<file path="src/rtl/gpio_cycle_scheduler.sv">
// Command-queue sequencer for the GPIO cycler: FIFO of {prescaler, loops} run commands
// driving enable/stop/prescaler, with a sticky batch-complete irq. Macro GPIO_SCHED_LOOPS_EN enables multi-pass entries.
module gpio_cycle_scheduler #(
  parameter int DEPTH = 4
) (
  input  logic                     clk,
  input  logic                     nrst,
  input  logic                     cmd_valid,
  output logic                     cmd_ready,
  input  logic [13:0]              cmd_prescaler,
  input  logic [3:0]               cmd_loops,
  input  logic                     abort,
  input  logic                     cyc_done,
  output logic                     cyc_enable,
  output logic                     cyc_stop,
  output logic [13:0]              cyc_prescaler,
  output logic                     busy,
  output logic [$clog2(DEPTH):0]   fifo_count,
  output logic [3:0]               loops_left,
  output logic                     irq,
  input  logic                     irq_clr
);

  localparam int AW = $clog2(DEPTH);
  localparam int CW = AW + 1;

  typedef enum logic [1:0] {IDLE, LOAD, RUN, DRAIN} state_t;

  state_t        state;
  logic [AW-1:0] wr_ptr;
  logic [AW-1:0] rd_ptr;
  logic [CW-1:0] count;
  logic [13:0]   mem_pre [DEPTH];
  logic          aborted;
  logic          push;
  logic          pop;
  logic          fifo_empty;
  logic          irq_set;

  assign fifo_empty = (count == '0);
  assign cmd_ready  = (count < CW'(DEPTH)) && !abort;
  // A zero-prescaler command completes the handshake but is dropped.
  assign push       = cmd_valid && cmd_ready && (cmd_prescaler != '0);
  assign pop        = !abort && !fifo_empty && (state == IDLE || state == DRAIN);
  assign irq_set    = (state == DRAIN) && !abort && fifo_empty && !aborted;

  assign fifo_count = count;
  assign busy       = (state != IDLE) || !fifo_empty;
  assign cyc_enable = (state == RUN);
  assign cyc_stop   = (state == LOAD) || (state == DRAIN);

  // NOTE: FIFO storage carries no reset; validity is tracked by the pointers and count alone.
  always_ff @(posedge clk) begin
    if (push) mem_pre[wr_ptr] <= cmd_prescaler;
  end

`ifdef GPIO_SCHED_LOOPS_EN
  logic [3:0] mem_loops [DEPTH];
  logic [3:0] loops_q;

  always_ff @(posedge clk) begin
    if (push) mem_loops[wr_ptr] <= cmd_loops;
  end

  assign loops_left = loops_q;
`else
  logic unused_loops;
  assign unused_loops = ^cmd_loops;
  assign loops_left   = {3'b000, state == RUN};
`endif

  // NOTE: sequential state uses non-blocking assignments so every register samples pre-edge values.
  always_ff @(posedge clk or negedge nrst) begin
    if (!nrst) begin
      wr_ptr <= '0;
      rd_ptr <= '0;
      count  <= '0;
    end else if (abort) begin
      wr_ptr <= '0;
      rd_ptr <= '0;
      count  <= '0;
    end else begin
      if (push) wr_ptr <= wr_ptr + AW'(1);
      if (pop)  rd_ptr <= rd_ptr + AW'(1);
      case ({push, pop})
        2'b10:   count <= count + CW'(1);
        2'b01:   count <= count - CW'(1);
        default: ;
      endcase
    end
  end

  always_ff @(posedge clk or negedge nrst) begin
    if (!nrst) begin
      state         <= IDLE;
      cyc_prescaler <= '0;
      irq           <= 1'b0;
      aborted       <= 1'b0;
`ifdef GPIO_SCHED_LOOPS_EN
      loops_q       <= '0;
`endif
    end else begin
      if (pop) begin
        cyc_prescaler <= mem_pre[rd_ptr];
`ifdef GPIO_SCHED_LOOPS_EN
        loops_q       <= (mem_loops[rd_ptr] == '0) ? 4'd1 : mem_loops[rd_ptr];
`endif
      end

      if (irq_set)      irq <= 1'b1;
      else if (irq_clr) irq <= 1'b0;

      if (abort) begin
        // An aborted batch still passes through DRAIN so the cycler sees a stop, but raises no irq.
        aborted <= (state == LOAD) || (state == RUN);
        state   <= ((state == LOAD) || (state == RUN)) ? DRAIN : IDLE;
`ifdef GPIO_SCHED_LOOPS_EN
        loops_q <= '0;
`endif
      end else begin
        case (state)
          IDLE: if (!fifo_empty) state <= LOAD;
          LOAD: state <= RUN;
          RUN: begin
            if (cyc_done) begin
`ifdef GPIO_SCHED_LOOPS_EN
              loops_q <= loops_q - 4'd1;
              if (loops_q <= 4'd1) state <= DRAIN;
`else
              state <= DRAIN;
`endif
            end
          end
          DRAIN: begin
            aborted <= 1'b0;
            state   <= fifo_empty ? IDLE : LOAD;
          end
        endcase
      end
    end
  end

endmodule

</file>
<file path="config.mk">
export PLATFORM = sky130hd
export DESIGN_NAME = gpio_cycle_scheduler
export DESIGN_NICKNAME = d
export VERILOG_FILES = /design/src/rtl/gpio_cycle_scheduler.sv
export SDC_FILE = /design/constraint.sdc
export NUM_CORES = 1
export LEC_CHECK = 0
export BUFFER_PORTS_ARGS = -buffer_cell sky130_fd_sc_hd__buf_2
export CAP_MARGIN = 20
export CORE_MARGIN = 1.5
export CORE_UTILIZATION = 56
export CTS_CLUSTER_DIAMETER = 50
export DETAILED_ROUTE_END_ITERATION = 12
export GPL_TIMING_DRIVEN = 0
export PLACE_DENSITY = 0.87
export SLEW_MARGIN = 20
export SYNTH_ARGS = -nofsm -noshare
export SYNTH_HDL_FRONTEND = slang
export SYNTH_SLANG_ARGS = --single-unit
</file>
<file path="constraint.sdc">
create_clock -name clk -period 3.7 [get_ports clk]
set_clock_uncertainty 0.2 [all_clocks]
set_input_delay 0.37 -clock clk [delete_from_list [all_inputs] [get_ports clk]]
set_output_delay 0.37 -clock clk [all_outputs]
set_load 0.05 [all_outputs]
</file>
==> summary.txt, run 1 <==
Status
  – Status: completed

Critical path
  – Critical path's slowest cell: or4_1
  – Flop2flop setup slack: 0.22 ns
  – CP startpoint kind: flop
  – Critical Path RT: 3.76 ns
  – Worst setup EP type: flop
  – Critical path type: reg2reg
  – WP buf/inv: 3
  – R2R depth: 10
  – Largest stage delay on the critical path: 0.53 ns
  – Critical path data arrival time: 3.54 ns
  – Crit-path cells: inv_1, ha_1, or2_2, nand2b_1, clkbuf_1, buf_2, nor2_1, fa_1, or4_1, a31oi_1
  – R2R Path End: fifo_count[2]
  – Delay-heaviest family, CP: simple AND/OR/NAND/NOR gates
  – Crit path max fanout: 10
  – RR Startpoint: state[0]

Global route
  – Largest net degree at the start of global routing: 26
  – Initial antenna violation count: 0
  – Gr ovfl total: 0
  – Vias in the first global route: 1984
  – First-pass GRT wire length: 9.50 mm
  – Total Routing Usage GR: 21.2%

Layout
  – Finished Layout Cells: 329
  – Fillers: 378
  – Post-layout nets: 286
  – Core Util, Final: 68.9%
  – Multi-input gate area: 966 sq um
  – Final Cell Area: 3890 sq um
  – Share of layout cells above drive strength 1: 37.0%
  – N_diodes: 0
  – Reg area: 2310 sq um
  – Area delta synth->final: 15.9%

Timing
  – Setup violations, final: 0
  – Fmax: 288 MHz
  – Setup_tns: 0 ns
  – Slew @ Worst Pin: 0.760 ns
  – Slew Viols, Final: 0
  – Slew HR: 49.4%
  – RSZ-0062 raised after global routing: no
  – Final hold vios: 0
  – Minimum clock period: 3.48 ns
  – Fraction of the cycle the final worst path needs: 94.0%

Yosys
  – Multiplexer area fraction after synthesis: 14.4%
  – Area contributors post-synth: edfxtp_1 50%, dfrtp_1 19%, mux4_2 9.4%
  – Leading area contributor after synthesis: edfxtp_1
  – Count leader, synth: edfxtp_1
  – Synth Area in Adders: 3.96%
  – Post-synth cell types: 35
  – Synth Flop Type: edfxtp_1
  – Simple-Gate Fraction of Synth Area: 5.41%
  – Post-synth EDFFs: 56
  – Post-Syn Instances: 195
  – Top cells by count, synth: 56 x edfxtp_1, 25 x dfrtp_1, 15 x mux2_2
  – Largest family of logic cells by synthesized area: multiplexers
  – Yosys top cell area share: 50.2%
  – Sequential area share after synthesis: 68.8%
  – Mapped Avg Cell Area: 17.2 sq um
  – Yosys reg bits: 81
  – Post-Syn Area: 3350 sq um
  – Post-synthesis compound-gate area fraction: 4.14%
  – Asr flop ratio synth: 30.9%
  – Synth Warn #: 0
  – Synth Area in XOR/XNOR: 0.523%

Routing
  – Post-route DRC: 0
  – Vias/cell: 5.67
  – DR iter-0 viols: 153
  – Via count: 1864
  – First-pass DRT Iterations: 6
  – Wire per inst: 17.9 um
  – Post-route ant nets: 0
  – WL final: 5.90 mm

Flow run
  – Max-cap check violation count: 0

Place
  – Gp weighted congestion: 0.784
  – Port-buffer cells: 42
  – Post-Place Cell Area: 3660 sq um
  – Dpl cells: 311
  – DP Wirelength: 3.87 mm

CTS
  – H-tree level count: 3
  – Clk buf depth: 2
  – CTS buffer count: 9
  – CTS tree: built
  – Clk Latency, worst-skew pair: 0.36 ns
  – Worst-path clk slew: 0.09 ns
  – Clk sinks: 81
  – CTS root buffer: clkbuf_8
  – Setup repair bufs after CTS: 0

Floorplanning
  – DIE HEIGHT: 80.4 um
  – Die Wd: 80.4 um
  – DIE AREA: 6460 sq um
  – FP Rows: 27
  – Floorplan Core Area: 5640 sq um
  – Initial Util: 59.4%
  – IO Count: 50

Hold path
  – Worst Hold Launch: cmd_prescaler[3]
  – Worst hold path class: in2reg
  – Hold endpoint: mem_pre[3][3]
  – Hold path cells: 1

Power and ir drop
  – PwrDens: 760 nW/um^2
  – Peak supply drop: 0.515 mV
  – P_leak: 1.50 nW
[registers in the layout, indices dropped and copies added (netlist names)]
register / count
aborted: 1
fifo_count: 3
state: 2
mem_pre: 56
rd_ptr: 2
cyc_prescaler: 14
irq: 1
wr_ptr: 2
[worst reg2reg max path, stage by stage (launching register included)]
cell and delay (ns):
dfrtp_1 0.41, inv_1 0.13, ha_1 0.42, or2_2 0.16, nand2b_1 0.09, clkbuf_1 0.39
buf_2 0.36, nor2_1 0.11, fa_1 0.42, or4_1 0.53, a31oi_1 0.18
[metal layers]
layer / part of all wire (%) / global-route usage (%) / vias up
met4: 1.9 / 9.14 / 0
met3: 5.6 / 8.07 / 10
met5: 0 / 0 / -
met2: 52 / 35.9 / 66
met1: 40 / 23.8 / 929
li1: - / - / 859
[layout make-up]
class                           count  share of cell area (%)
Buffer                             11                    1.55
Inverter                            7                   0.676
Clock buffer                       13                    3.57
Timing Repair Buffer               44                    5.92
Sequential cell                    81                    59.4
Tap cell                           72                    2.32
Clock inverter                      3                    1.74
Multi-Input combinational cell     98                    24.9
[worst max path at each step]
stage / endpoint / cells after the start / from
finish: fifo_count[2] / 10 / state[0]
global route: fifo_count[2] / 10 / state[0]
CTS: fifo_count[2] / 10 / state[0]
detailed placement: fifo_count[2] / 10 / state[0]
global placement: fifo_count[2] / 10 / state[0]
floorplan: fifo_count[2] / 8 / fifo_count[0]
[per-stage QoR]
stage / setup WS (ns) / power (mW) / hold WS (ns)
final: 0.224 / 2.95 / 0.0499
after global routing: 0.0305 / 3.11 / 0.0286
after CTS: 0.207 / 2.98 / 0.0240
after detailed placement: 0.232 / 2.29 / 0.212
after global placement: 0.393 / 2.26 / 0.197
after floorplan: 0.687 / 2.05 / -0.126
[power by group]
| part | switching, mW | total, mW | internal (mW) |
|---|---|---|---|
| Combinational | 0.731 | 1.08 | 0.353 |
| Sequential | 0.0829 | 1.19 | 1.11 |
| Clock | 0.302 | 0.683 | 0.382 |
[repair_timing]
item	in CTS	in global routing
hold endpoints to repair	26	0
setup endpoints to repair	0	0
gates resized for setup	0	0
hold buffers	2	0
[kinds of logic (layout without fill, tap and decap cells)]
family,count (synthesis),count (layout)
muxes,29,29
adders and majority gates,10,10
and+or+nand+nor,33,33
buffers and inverters,18,78
AOI/OAI and AO/OA,21,21
DFF,81,81
other,1,3
xor gates and xnor gates,2,2
[cells in the final DEF (no fill, tap or decap), drive strengths merged, types with 2 or more instances in the layout]
| cell type | synthesis | final |
|---|---|---|
| a21oi | 5 | 5 |
| a22oi | 2 | 2 |
| a31oi | 2 | 2 |
| and3 | 5 | 5 |
| buf | 7 | 49 |
| bufinv | 0 | 2 |
| clkbuf | 4 | 17 |
| conb | 1 | 3 |
| dfrtp | 25 | 25 |
| dlygate4sd3 | 0 | 2 |
| edfxtp | 56 | 56 |
| ha | 9 | 9 |
| inv | 6 | 6 |
| mux2 | 15 | 15 |
| mux4 | 14 | 14 |
| nand2 | 3 | 3 |
| nand3 | 5 | 5 |
| nor2 | 7 | 7 |
| nor3 | 2 | 2 |
| o21ai | 5 | 5 |
| o31ai | 2 | 2 |
| or2 | 4 | 4 |
| or4 | 4 | 4 |
Power figures use the tool's default switching activity.
==> inputs of run 2 (changes only) <==
Settings changed: CORE_UTILIZATION 56 to 60, PLACE_DENSITY 0.87 to 0.91.
Clock period 3.7 ns to 4.4 ns, I/O delays scaled along.
==> run 2 against run 1 <==
Compared with the run above:
- wire length increased by 2.3%
- sequential share of layout area up 0.19 points
- clock power is 19% lower
- global-route usage up 1.8 points
- utilization increased by 2.3 points
- maximum frequency is 1.5% higher
- clock-buffer cell count fell by 2
- combinational power down 15%
- non-clock buffer count is 1 lower
- worst setup slack improved by 0.75 ns
==> summary.txt, run 2 (synthesis results as in run 1) <==
Status
  – Status: completed

Timing
  – RSZ-0062 raised after global routing: no
  – Slew Viols, Final: 0
  – Setup_tns: 0 ns
  – Final hold vios: 0
  – Setup violations, final: 0
  – Hold Slack: 0.0771 ns
  – Minimum clock period: 3.43 ns
  – Slew @ Worst Pin: 0.776 ns
  – Fraction of the cycle the final worst path needs: 77.9%
  – Slew HR: 48.3%
  – Fmax: 292 MHz

Routing
  – Wire per inst: 18.4 um
  – WL final: 6.04 mm
  – Post-route DRC: 0
  – Post-route ant nets: 0
  – First-pass DRT Iterations: 4
  – DR iter-0 viols: 247
  – Vias/cell: 5.77
  – Via count: 1894

Floorplanning
  – DIE AREA: 6040 sq um
  – FP Rows: 27
  – IO Count: 50
  – Die Wd: 77.7 um
  – Floorplan Core Area: 5440 sq um
  – DIE HEIGHT: 77.7 um
  – Initial Util: 61.6%

Critical path
  – Flop2flop setup slack: 0.97 ns
  – R2R Path End: fifo_count[2]
  – R2R depth: 10
  – CP startpoint kind: flop
  – Crit path max fanout: 10
  – Critical path type: reg2reg
  – Worst setup path end: fifo_count[2]
  – RR Startpoint: state[0]
  – Critical Path RT: 4.48 ns
  – Largest stage delay on the critical path: 0.51 ns
  – Worst Setup SP: state[0]
  – Critical path data arrival time: 3.50 ns
  – Crit-path cells: inv_1, ha_1, or2_2, nand2b_1, clkbuf_1, buf_2, nor2_1, fa_1, or4_1, a31oi_1
  – Critical path's slowest cell: or4_1
  – Worst setup EP type: flop

Power and ir drop
  – PwrDens: 637 nW/um^2
  – P_leak: 1.50 nW
  – Peak supply drop: 0.334 mV

Layout
  – Area delta synth->final: 15.6%
  – N_diodes: 0
  – Most flops, register: mem_pre
  – Most frequent cells in the layout: 56 x edfxtp_1, 45 x buf_2, 25 x dfrtp_1
  – Max reg flops: 56
  – Post-layout nets: 285
  – Share of layout cells above drive strength 1: 38.3%
  – Most common cell after layout, fill and taps aside: edfxtp_1

CTS
  – Worst-path clk slew: 0.09 ns
  – CTS root buffer: clkbuf_8
  – CTS tree: built
  – Clk sinks: 81
  – Post_cts resized: 0
  – Clk Latency, worst-skew pair: 0.36 ns
  – Setup repair bufs after CTS: 0
  – CTS buffer count: 9
  – H-tree level count: 3
  – Clk buf depth: 2

Global route
  – Largest net degree at the start of global routing: 26
  – First-pass GRT wire length: 9.88 mm
  – Total Routing Usage GR: 23.0%
  – Vias in the first global route: 1958
  – Initial antenna violation count: 0
  – Gr ovfl total: 0

Place
  – Port-buffer cells: 42
  – DP Wirelength: 3.80 mm
  – Gp weighted congestion: 0.837

Flow run
  – Max-cap check violation count: 0

Hold path
  – Worst hold path class: in2reg
==> run 2: cell count changes in the layout (fill, tap and decap cells not counted), sizes merged <==
cell | before | now
bufinv | 2 | 1
clkbuf | 17 | 15
clkinvlp | 1 | 2
dlygate4sd3 | 2 | 1
inv | 6 | 8
==> run 2: critical path: cells and delay by family, from the launching register on <==
kind	cells	cell delay, ns
adders and majority gates	2	0.84
and+or+nand+nor	4	0.87
AOI/OAI and AO/OA	1	0.13
DFF	1	0.41
buffers and inverters	3	0.88
==> run 2: through the flow <==
stage,total power [mW],util (%),cell area [sq um],instances,setup slack [ns]
2_1_floorplan,1.72,-,3360,197,1.39
3_3_place_gp,1.90,67.3,3660,311,1.09
3_5_place_dp,1.92,67.3,3660,311,0.994
4_1_cts,2.49,71.2,3870,328,0.946
5_1_grt,2.59,71.2,3870,328,0.788
6_report,2.47,71.2,3870,328,0.974
==> run 2: power by group <==
group          leakage (nW)  switching (mW)  internal [mW]
sequential            0.819          0.0632          0.929
combinational         0.580           0.626          0.296
clock                0.0966           0.272          0.282
==> run 2: layout make-up <==
class	instances	area [sq um]
Fill cell	344	1570
Inverter	7	26.3
Sequential cell	81	2310
Clock inverter	5	62.6
Timing Repair Buffer	43	220
Multi-Input combinational cell	98	966
Tap cell	72	90.1
Clock buffer	11	141
Buffer	11	60.1
==> run 2: worst min-delay path by stage <==
| stage | startpoint | depth (start not counted) | end | slack (ns) |
|---|---|---|---|---|
| 6_report | irq_clr | 2 | irq | 0.08 |
| 5_1_grt | irq_clr | 2 | irq | 0.1 |
| 4_1_cts | irq_clr | 2 | irq | 0.07 |
| 3_5_place_dp | nrst | 1 | cyc_prescaler[9] | 0.29 |
| 3_3_place_gp | nrst | 1 | cyc_prescaler[12] | 0.27 |
| 2_1_floorplan | nrst | 0 | aborted | -0.06 |
==> run 2: repair_timing <==
item,4_1_cts,5_1_grt
hold endpoints to repair,25,0
setup endpoints to repair,0,0
hold buffers,1,0
==> run 2: metal layers <==
| metal | up-vias | GRT usage [%] | routed length, um |
|---|---|---|---|
| li1 | 860 | - | - |
| met1 | 958 | 28.6 | 2520 |
| met2 | 61 | 37.6 | 3090 |
| met3 | 15 | 4.82 | 287 |
| met4 | 0 | 13.1 | 140 |
| met5 | - | 0 | 0 |
